<file path="src/rtl/uart_tx.sv">
// UART byte transmitter with a one-byte holding register.
// Frames are: start bit, 8 data bits LSB-first, optional parity, 1 or 2 stop bits.
// When a byte is waiting at the end of the last stop period, the next start bit follows
// with no idle time between frames.
module uart_tx #(
  parameter int CLKS_PER_BIT = 434,
  parameter int PARITY       = 0,
  parameter int STOP_BITS    = 1
) (
  input  logic       clk,
  input  logic       rst,
  input  logic [7:0] tx_data,
  input  logic       tx_wr,
  output logic       tx_done,
  output logic       tx_overrun,
  output logic       busy,
  output logic       tx
);

  localparam int            BW        = (CLKS_PER_BIT > 1) ? $clog2(CLKS_PER_BIT) : 1;
  localparam logic [BW-1:0] BAUD_LAST = BW'(CLKS_PER_BIT - 1);
  localparam logic          STOP_LAST = (STOP_BITS == 2);

  typedef enum logic [2:0] {
    S_IDLE,
    S_START,
    S_DATA,
    S_PARITY,
    S_STOP
  } state_e;

  state_e          state_q;
  logic [BW-1:0]   baud_cnt_q;
  logic [2:0]      bit_cnt_q;
  logic            stop_cnt_q;
  logic [7:0]      shift_q;
  logic            par_q;
  logic [7:0]      hold_q;
  logic            hold_full_q;
  logic            tx_q;
  logic            tx_done_q;
  logic            tx_overrun_q;
  logic            busy_q;

  logic            bit_end;
  logic            frame_end;
  logic            load;
  logic            accept;
  logic            hold_full_d;
  logic            idle_d;
  logic            busy_d;

  // Last clock of the current bit period.
  assign bit_end     = (baud_cnt_q == BAUD_LAST);
  // Last clock of the final stop bit: the line is free on the next edge.
  assign frame_end   = (state_q == S_STOP) && bit_end && (stop_cnt_q == STOP_LAST);
  // Move the held byte into the shifter whenever the line is (or is about to be) free.
  assign load        = hold_full_q && ((state_q == S_IDLE) || frame_end);
  // A write is taken if the holding register is empty or being drained this cycle.
  assign accept      = tx_wr && (!hold_full_q || load);
  assign hold_full_d = accept || (hold_full_q && !load);
  assign idle_d      = !load && ((state_q == S_IDLE) || frame_end);
  assign busy_d      = !idle_d || hold_full_d;

  // Holding register: captures tx_data on an accepted write, empties on load.
  always_ff @(posedge clk) begin
    if (rst) begin
      hold_q      <= '0;
      hold_full_q <= 1'b0;
    end else begin
      if (accept) begin
        hold_q <= tx_data;
      end
      hold_full_q <= hold_full_d;
    end
  end

  // Frame sequencer: bit timing, shifter and all registered outputs.
  always_ff @(posedge clk) begin
    if (rst) begin
      state_q      <= S_IDLE;
      baud_cnt_q   <= '0;
      bit_cnt_q    <= '0;
      stop_cnt_q   <= 1'b0;
      shift_q      <= '0;
      par_q        <= 1'b0;
      tx_q         <= 1'b1;
      tx_done_q    <= 1'b0;
      tx_overrun_q <= 1'b0;
      busy_q       <= 1'b0;
    end else begin
      tx_done_q    <= load;
      tx_overrun_q <= tx_wr && !accept;
      busy_q       <= busy_d;
      if (load) begin
        // Start bit goes out on this edge; parity is fixed from the loaded byte.
        shift_q    <= hold_q;
        par_q      <= (PARITY == 1) ? ~^hold_q : ^hold_q;
        state_q    <= S_START;
        baud_cnt_q <= '0;
        tx_q       <= 1'b0;
      end else begin
        case (state_q)
          S_IDLE: begin
            tx_q <= 1'b1;
          end
          S_START: begin
            if (bit_end) begin
              baud_cnt_q <= '0;
              bit_cnt_q  <= '0;
              tx_q       <= shift_q[0];
              shift_q    <= {1'b0, shift_q[7:1]};
              state_q    <= S_DATA;
            end else begin
              baud_cnt_q <= baud_cnt_q + BW'(1);
            end
          end
          S_DATA: begin
            if (bit_end) begin
              baud_cnt_q <= '0;
              if (bit_cnt_q == 3'd7) begin
                if (PARITY != 0) begin
                  state_q <= S_PARITY;
                  tx_q    <= par_q;
                end else begin
                  state_q    <= S_STOP;
                  stop_cnt_q <= 1'b0;
                  tx_q       <= 1'b1;
                end
              end else begin
                bit_cnt_q <= bit_cnt_q + 3'd1;
                tx_q      <= shift_q[0];
                shift_q   <= {1'b0, shift_q[7:1]};
              end
            end else begin
              baud_cnt_q <= baud_cnt_q + BW'(1);
            end
          end
          S_PARITY: begin
            if (bit_end) begin
              baud_cnt_q <= '0;
              state_q    <= S_STOP;
              stop_cnt_q <= 1'b0;
              tx_q       <= 1'b1;
            end else begin
              baud_cnt_q <= baud_cnt_q + BW'(1);
            end
          end
          S_STOP: begin
            if (bit_end) begin
              baud_cnt_q <= '0;
              if (stop_cnt_q == STOP_LAST) begin
                state_q <= S_IDLE;
                tx_q    <= 1'b1;
              end else begin
                stop_cnt_q <= 1'b1;
              end
            end else begin
              baud_cnt_q <= baud_cnt_q + BW'(1);
            end
          end
          default: begin
            state_q <= S_IDLE;
            tx_q    <= 1'b1;
          end
        endcase
      end
    end
  end

  assign tx         = tx_q;
  assign tx_done    = tx_done_q;
  assign tx_overrun = tx_overrun_q;
  assign busy       = busy_q;

endmodule

</file>
<file path="config.mk">
export PLATFORM = sky130hd
export DESIGN_NAME = uart_tx
export DESIGN_NICKNAME = d
export VERILOG_FILES = /design/src/rtl/uart_tx.sv
export SDC_FILE = /design/constraint.sdc
export NUM_CORES = 1
export LEC_CHECK = 0
export CORE_MARGIN = 2
export CORE_UTILIZATION = 31
export CTS_CLUSTER_DIAMETER = 50
export DETAILED_ROUTE_END_ITERATION = 10
export SKIP_CTS_REPAIR_TIMING = 1
export SLEW_MARGIN = 20
export SYNTH_ARGS = -nofsm -noshare
export SYNTH_HDL_FRONTEND = slang
export SYNTH_SLANG_ARGS = --single-unit
</file>
<file path="constraint.sdc">
create_clock -name clk -period 1.97 [get_ports clk]
set_input_delay 0.2955 -clock clk [delete_from_list [all_inputs] [get_ports clk]]
set_output_delay 0.2955 -clock clk [all_outputs]
set_load 0.05 [all_outputs]
</file>
# --- After elaboration in Yosys (flattened, before gate mapping) ---
# Index checks and enable logic that the tools add are counted.
totals:
  output_inout_bits: 4
  ff_bits: 37
  inputBits: 11
  word_cells: 97
classes:
  add_sub_neg: 2
  n_bitwise: 3
  n_reduce_logical: 27
  n_eq_ne: 21
  mux: 32
op_table:
  columns: ["operator", "count"]
  rows:
  - ["$mux W8", 4]
  - ["$mux W3", 9]
  - ["$ne A3 B3 Y1 const B", 7]
  - ["$ne A2 B2 Y1 const B", 8]
  - ["$pmux W8 S2", 1]
  - ["$pmux W3 S5", 1]
  - ["$reduce_and A7 Y1", 2]
  - ["$mux W1", 13]
  - ["$reduce_and A5 Y1", 2]
  - ["$add A9 B1 Y9 const B", 1]
  - ["$eq A9 B9 Y1 const B", 1]
  - ["$mux W9", 1]
  - ["$logic_and A1 B1 Y1", 7]
  - ["$eq A3 B2 Y1 const B", 2]
  - ["$eq A3 B3 Y1 const B", 2]
  - ["$pmux W3 S2", 1]
  - ["$reduce_and A6 Y1", 1]
  - ["$reduce_bool A3 Y1", 2]
  - ["$logic_not A1 Y1", 4]
  - ["$logic_or A1 B1 Y1", 4]
  - ["$pmux W1 S4", 1]
  - ["$reduce_and A4 Y1", 1]
  - ["$reduce_or A4 Y1", 1]
  - ["$add A3 B1 Y3 const B", 1]
  - ["other kinds (6)", 8]

# --- Logic depth before layout (Yosys ltp) ---
# Gate-level depths: netlist (run 1).
depth:
  depth_word: 9
  depth_mapped: 8
  depth_no_buf: 6

# --- Worst setup path before layout (run 1) ---
# Ideal clock, no wire load.
synth_timing:
  path_kind: "register to register"
  startpoint: "register bit_cnt_q[0]"
  endpoint: "register shift_q[0]"
  path_stages_with_launch: 8
  path_buffers: 1
  period_less_slack_ns: 1.903
  setup_ns: 0.132
  slack_ns: 0.067
  required_ns: 1.838
  t_arrival_ns: 1.771
  cell_sequence: "dfxtp_1 > ha_1 > ha_1 > or4b_4 > a211o_1 > buf_2 > o211ai_1 > a21oi_1"
synth_via:
  elab_chain_len: 3
synth_rtl:
  columns: ["item", "line_no", "text"]
  rows:
  - ["from (decl)", "34", "logic [2:0] bit_cnt_q;"]
  - ["from (signal assigned)", "131", "bit_cnt_q <= bit_cnt_q + 3'd1;"]
  - ["$eq A3 B3 Y1", "121", "if (bit_cnt_q == 3'd7) begin"]
  - ["$ne A3 B3 Y1 (no source line)", null, null]
  - ["$reduce_and A4 Y1 (no source line)", null, null]
  - ["to (signal assigned)", "97", "shift_q <= hold_q;"]
  - ["to (signal assigned)", "112", "shift_q <= {1'b0, shift_q[7:1]};"]
  - ["to (signal assigned)", "133", "shift_q <= {1'b0, shift_q[7:1]};"]
  - ["to (decl)", "36", "logic [7:0] shift_q;"]
# No other way between the ends.
# A chain may end at the register's enable or synchronous reset.

# --- Final worst setup path (run 1) ---
layout_timing:
  startpoint: "register bit_cnt_q[0]"
  endpoint: "register bit_cnt_q[0]"
layout_via:
  elab_chain_len: 4
  elab_cells_between_ends: 7
  classes_between: "add/sub: 1; eq/ne: 2; mux: 3; reduce/logical: 1"
layout_rtl:
  columns: ["item", "line_no", "text"]
  rows:
  - ["$add A3 B1 Y3", "131", null]
  - ["$mux W3", "121", null]
  - ["$mux W3", "119", "if (bit_end) begin"]
  - ["$pmux W3 S2", "103", "case (state_q)"]
# Parallel ways exist; a longest one is shown, timed or not. The select of a mux whose other input is x is not followed.

==> results of run 1 <==
-- area by class of cell --
class / instances / area (µm²)
fillers: 541 / 3040
multi-input cells: 145 / 972
flip-flops and latches: 36 / 723
repair buffers: 34 / 294
well taps: 70 / 87.6
clock buffers: 6 / 72.6
inverters: 4 / 15.0
clock inverters: 1 / 5.00
-- metrics by stage --
stage / hold slack [ps] / TNS [ps]
floorplan: 436 / 0
global placement: 452 / 0
detailed placement: 454 / -440
CTS: 465 / -530
global route: 510 / -271
finish: 481 / 0
-- critical path, stage by stage (launching register included) --
cell and delay, ps:
dfxtp_2 340, ha_4 160, ha_4 150, or4b_4 560, a211oi_4 290, buf_4 170, nand3b_1 80, a21oi_1 130
-- state kept, by name (all words and copies together) (netlist names) --
signal	count
tx_done	1
tx	1
state_q	3
hold_full_q	1
bit_cnt_q	3
shift_q	8
tx_overrun	1
busy	1
hold_q	8
baud_cnt_q	9
-- cells by family (layout without fill, tap and decap cells) --
| group | after synthesis | after routing | synth area share (%) |
|---|---|---|---|
| buffers and inverters | 13 | 45 | 3.47 |
| adder cells (fa/ha/maj) | 4 | 4 | 2.95 |
| flip-flops | 36 | 36 | 42.5 |
| multiplexers | 1 | 1 | 0.590 |
| XOR/XNOR | 6 | 6 | 3.10 |
| AND/OR/NAND/NOR | 64 | 64 | 21.4 |
| AO/OA/AOI/OAI | 69 | 70 | 26.0 |
-- path summary, 6_finish.rpt --
check,start,endpoint,slack [ps],depth (start not counted)
worst max-delay path,bit_cnt_q[0],bit_cnt_q[0],20,7
worst min-delay path,hold_q[7],hold_q[7],480,2
worst max register to register,bit_cnt_q[0],bit_cnt_q[0],20,7
worst min register to register,hold_q[7],hold_q[7],480,2
-- routing by layer --
| layer | vias up | wire [µm] |
|---|---|---|
| met5 | - | 0 |
| met4 | 0 | 80 |
| met3 | 6 | 108 |
| met2 | 18 | 1890 |
| met1 | 748 | 1980 |
| li1 | 800 | - |
-- power breakdown --
group / internal, mW / switching (mW) / total [mW]
clock network: 0.240 / 0.255 / 0.496
registers: 0.751 / 0.0140 / 0.765
logic: 0.0771 / 0.0926 / 0.170
-- layout by cell type, fill, tap and decap left out, types with 2 or more instances in the layout --
| cell type | n |
|---|---|
| nand2_1 | 8 |
| clkbuf_8 | 5 |
| or3_1 | 2 |
| or2_2 | 2 |
| buf_4 | 19 |
| xnor2_1 | 4 |
| o211ai_1 | 8 |
| dfxtp_1 | 34 |
| nor3_1 | 7 |
| a32oi_1 | 7 |
| a31oi_1 | 4 |
| dfxtp_2 | 2 |
| a21o_1 | 2 |
| nor2_1 | 12 |
| o21ai_0 | 11 |
| clkdlybuf4s50_1 | 14 |
| nor4_1 | 3 |
| nand4_1 | 3 |
| ha_4 | 2 |
| inv_1 | 4 |
| a21oi_1 | 26 |
| o21ai_1 | 2 |
| nand3_1 | 14 |
| ha_1 | 2 |
| xor2_1 | 2 |
==> results.md, run 1 <==
* Post-route DRC violation count at 0
* Mean routed wirelength per cell at 13.7 µm
* Max Cap Violations at 0
* Leakage power figure at 0.743 nW
* Sequential area share after synthesis at 42.5%
* Die width at 78.0 µm
* Starting DRT DRC Count at 102
* H-tree depth at 2
* Antenna cells at 0
* Status: finished, final reports clean
* GRT Overall Usage at 14.6%
* Final worst setup slack at 17.7 ps
* Layer with the highest usage: met2
* Worst path arrival time at 2170 ps
* Worst EP required at 2180 ps
* Clock Tree Root: clkbuf_8
* Placed Instances at 288
* Place WS at -59.5 ps
* Clk Latency, worst-skew pair at 280 ps
* Clock Path Buffers at 2
* Grt met1 use at 18.2%
* Synth async-reset ratio at 0%
* Post-synth top cells: dfxtp_1, a21oi_1, nand3_1
* Drt via density at 5.31
* Fin cells at 296
* Initial antenna violation count at 0
* # rows at 26
* Nets at 241
* Antenna Nets Post-Route at 0
* Synthesized area at 1700 µm²
* Worst-path clk slew at 70 ps
* Synth top area share at 42.5%
* Design area at 2170 µm²
* Critical Path Start Type: register
* Ys flop type: dfxtp_1
* Fin crit share at 99.1%
* Fmax at 512 MHz
* Tmin final at 1950 ps
* Overflow after GRT at 0
* Worst-case vdd ir drop at 0.000290 V
* Avg Inst Size Synth at 8.78 µm²
* Vias in the first global route at 1567
* Die area at 6080 µm²
* First-pass GRT wire length at 7090 µm
* Final Hold Fails at 0
* HP Class: reg2reg
* Core ar. at 5200 µm²
* CTS buffer count at 5
* Clock skew at 2.46 ps
* Drt pass-1 iters at 4
* Synth Net Count at 208
* Dpl hpwl at 2780 µm
* Largest area contributor in the netlist: dfxtp_1
* Most common cell in the netlist: dfxtp_1
* RSZ-0062 raised after global routing: yes
* Share of cells above drive strength 1 at 18.1%
* Synth top area cells: dfxtp_1, a21oi_1, nand3_1
* Mapped Cells at 193
* Pins Over Slew Limit at 0
* CTS tree: done
* Clock sinks at 36
* PnR Total Power at 1.43 mW
* Layout area overhead at 28.0%
* I/O Pins at 15
* Warnings from Yosys at 0
* Met2 usage at 22.9%
* PortBufs at 14
* GP Congestion at 0.742
* Initial Utilization at 32.6%
* Crit Path Max Fanout at 4
* Die H at 78.0 µm
* Yosys reg bits at 36
* Critical path class: reg2reg
* Number of synthesized flops with an enable pin at 0
* Power density cells at 660 nW/µm²
* Worst slew pin tran at 493 ps
* Final setup violation count at 0
* Post-synth cell types at 44
* GR Util met3 at 4.19%
* Critical path capture point type: register
* Vias post-DR at 1572
* Post-layout util at 41.7%
* Slew HR at 67.0%
* Routed wire length at 4060 µm
* Largest net degree at the start of global routing at 22
* Area post-placement at 2030 µm²
(Power assumes the default switching activity.)
==> run 2: changes to the inputs <==
- TNS_END_PERCENT: not set -> 1
==> run 2 against run 1 <==
Net effect: clock skew up 1.3 ps; global-route usage unchanged; final area down 0.35%; clock power up 0.8%; core utilization down 0.14 points; fmax about the same; cell count unchanged; routed wire length down 0.62%; combinational power about the same; sequential share of layout area up 0.12 points; non-clock buffer count unchanged; critical path depth unchanged.
==> results.md, run 2 (synthesized netlist as in run 1, its figures left out) <==
* Core ar. at 5200 µm²
* Fill cells at 540
* Drt pass-1 iters at 4
* I/O Pins at 15
* Die width at 78.0 µm
* GR Util met3 at 4.19%
* Area post-placement at 2030 µm²
* Die H at 78.0 µm
* Commonest cells after routing, fill and taps aside: dfxtp_1, a21oi_1, buf_4
* Worst-case vdd ir drop at 0.000290 V
* Biggest register: baud_cnt_q
* First-pass GRT wire length at 7090 µm
* Clock Path Buffers at 2
* # rows at 26
* PnR Total Power at 1.43 mW
* Fin cells at 296
* Met2 usage at 22.9%
* Most common cell after layout, fill and taps aside: dfxtp_1
* CTS buffer count at 5
* Largest net degree at the start of global routing at 22
* Critical path class: reg2reg
* Starting DRT DRC Count at 89
* Routed wire length at 4030 µm
* Clock skew at 3.80 ps
* Antenna cells at 0
* Storage cell area at 723 µm²
* GP Congestion at 0.742
* Post-route DRC violation count at 0
* Worst-path clk slew at 70 ps
* Worst slew pin tran at 493 ps
* Clock Tree Root: clkbuf_8
* GRT Overall Usage at 14.6%
* Nets at 241
* Vias post-DR at 1576
* Power density cells at 663 nW/µm²
* Clk Latency, worst-skew pair at 290 ps
* HP Class: reg2reg
* Max Cap Violations at 0
* Crit Path Max Fanout at 4
* Critical Path Start Type: register
* Vias in the first global route at 1567
* RSZ-0062 raised after global routing: yes
* Area of the multi-input gates at 965 µm²
* Design area at 2160 µm²
* Grt met1 use at 18.2%
* Initial Utilization at 32.6%
* Initial antenna violation count at 0
* Layout area overhead at 27.5%
* Clock sinks at 36
* CTS tree: done
* Die area at 6080 µm²
* Dpl hpwl at 2780 µm
* Worst path arrival time at 2170 ps
* Slew HR at 67.0%
* Worst EP required at 2180 ps
* Critical path capture point type: register
* Leakage power figure at 0.741 nW
* Drt via density at 5.32
* Antenna Nets Post-Route at 0
* Final setup violation count at 0
* Layer with the highest usage: met2
* Overflow after GRT at 0
* Final Hold Fails at 0
* H-tree depth at 2
* Status: finished, final reports clean
* Placed Instances at 288
* Max FFs per register at 9
* Tmin final at 1950 ps
* Largest registers: baud_cnt_q: 9 flops, hold_q: 8 flops, shift_q: 8 flops
* Mean routed wirelength per cell at 13.6 µm
* Fin crit share at 99.2%
* Pins Over Slew Limit at 0
* PortBufs at 14
* Share of cells above drive strength 1 at 17.7%
* Fmax at 512 MHz
## run 2: cell types whose count changed in the layout (fill, tap and decap cells not counted)
cell     previous run  this run
a32oi_2             1         0
a32oi_1             7         8
## run 2: power breakdown
part           leakage [nW]  switching, mW  internal [mW]
combinational         0.406         0.0922         0.0768
clock                0.0410          0.259          0.241
sequential            0.294         0.0138          0.751
total                 0.741          0.365           1.07
## run 2: through the flow
stage	worst slack, ps	hold slack (ps)	setup TNS, ps	util (%)
after CTS	-70.7	465	-530	40.5
after floorplan	66.7	436	0	-
after global placement	10.9	452	0	39.0
after global routing	-56.6	510	-261	41.5
final	15.8	481	0	41.5
after detailed placement	-59.5	454	-440	39.0
## run 2: critical path, stage by stage, from the launching register on
cell	delay [ps]
dfxtp_2	340
ha_4	160
ha_4	150
or4b_4	560
a211oi_4	290
buf_4	170
nand3b_1	80
a21oi_1	140
## run 2: final timing paths
check	from	to	slack, ps	cells past startpoint
min reg2reg	hold_q[7]	hold_q[7]	480	2
max	bit_cnt_q[0]	bit_cnt_q[0]	20	7
min	hold_q[7]	hold_q[7]	480	2
max reg2reg	bit_cnt_q[0]	bit_cnt_q[0]	20	7
## run 2: metal layers
layer,wire length [µm],share of wire [%]
met1,1980,49
met2,1860,46
met3,102,2.5
met4,81,2.0
met5,0,0
## run 2: layout make-up
class                   count  share of cell area, %
inverters                   4                  0.694
repair buffers             34                   13.6
clock inverters             1                  0.231
well taps                  70                   4.05
multi-input cells         145                   44.6
clock buffers               6                   3.36
flip-flops and latches     36                   33.4
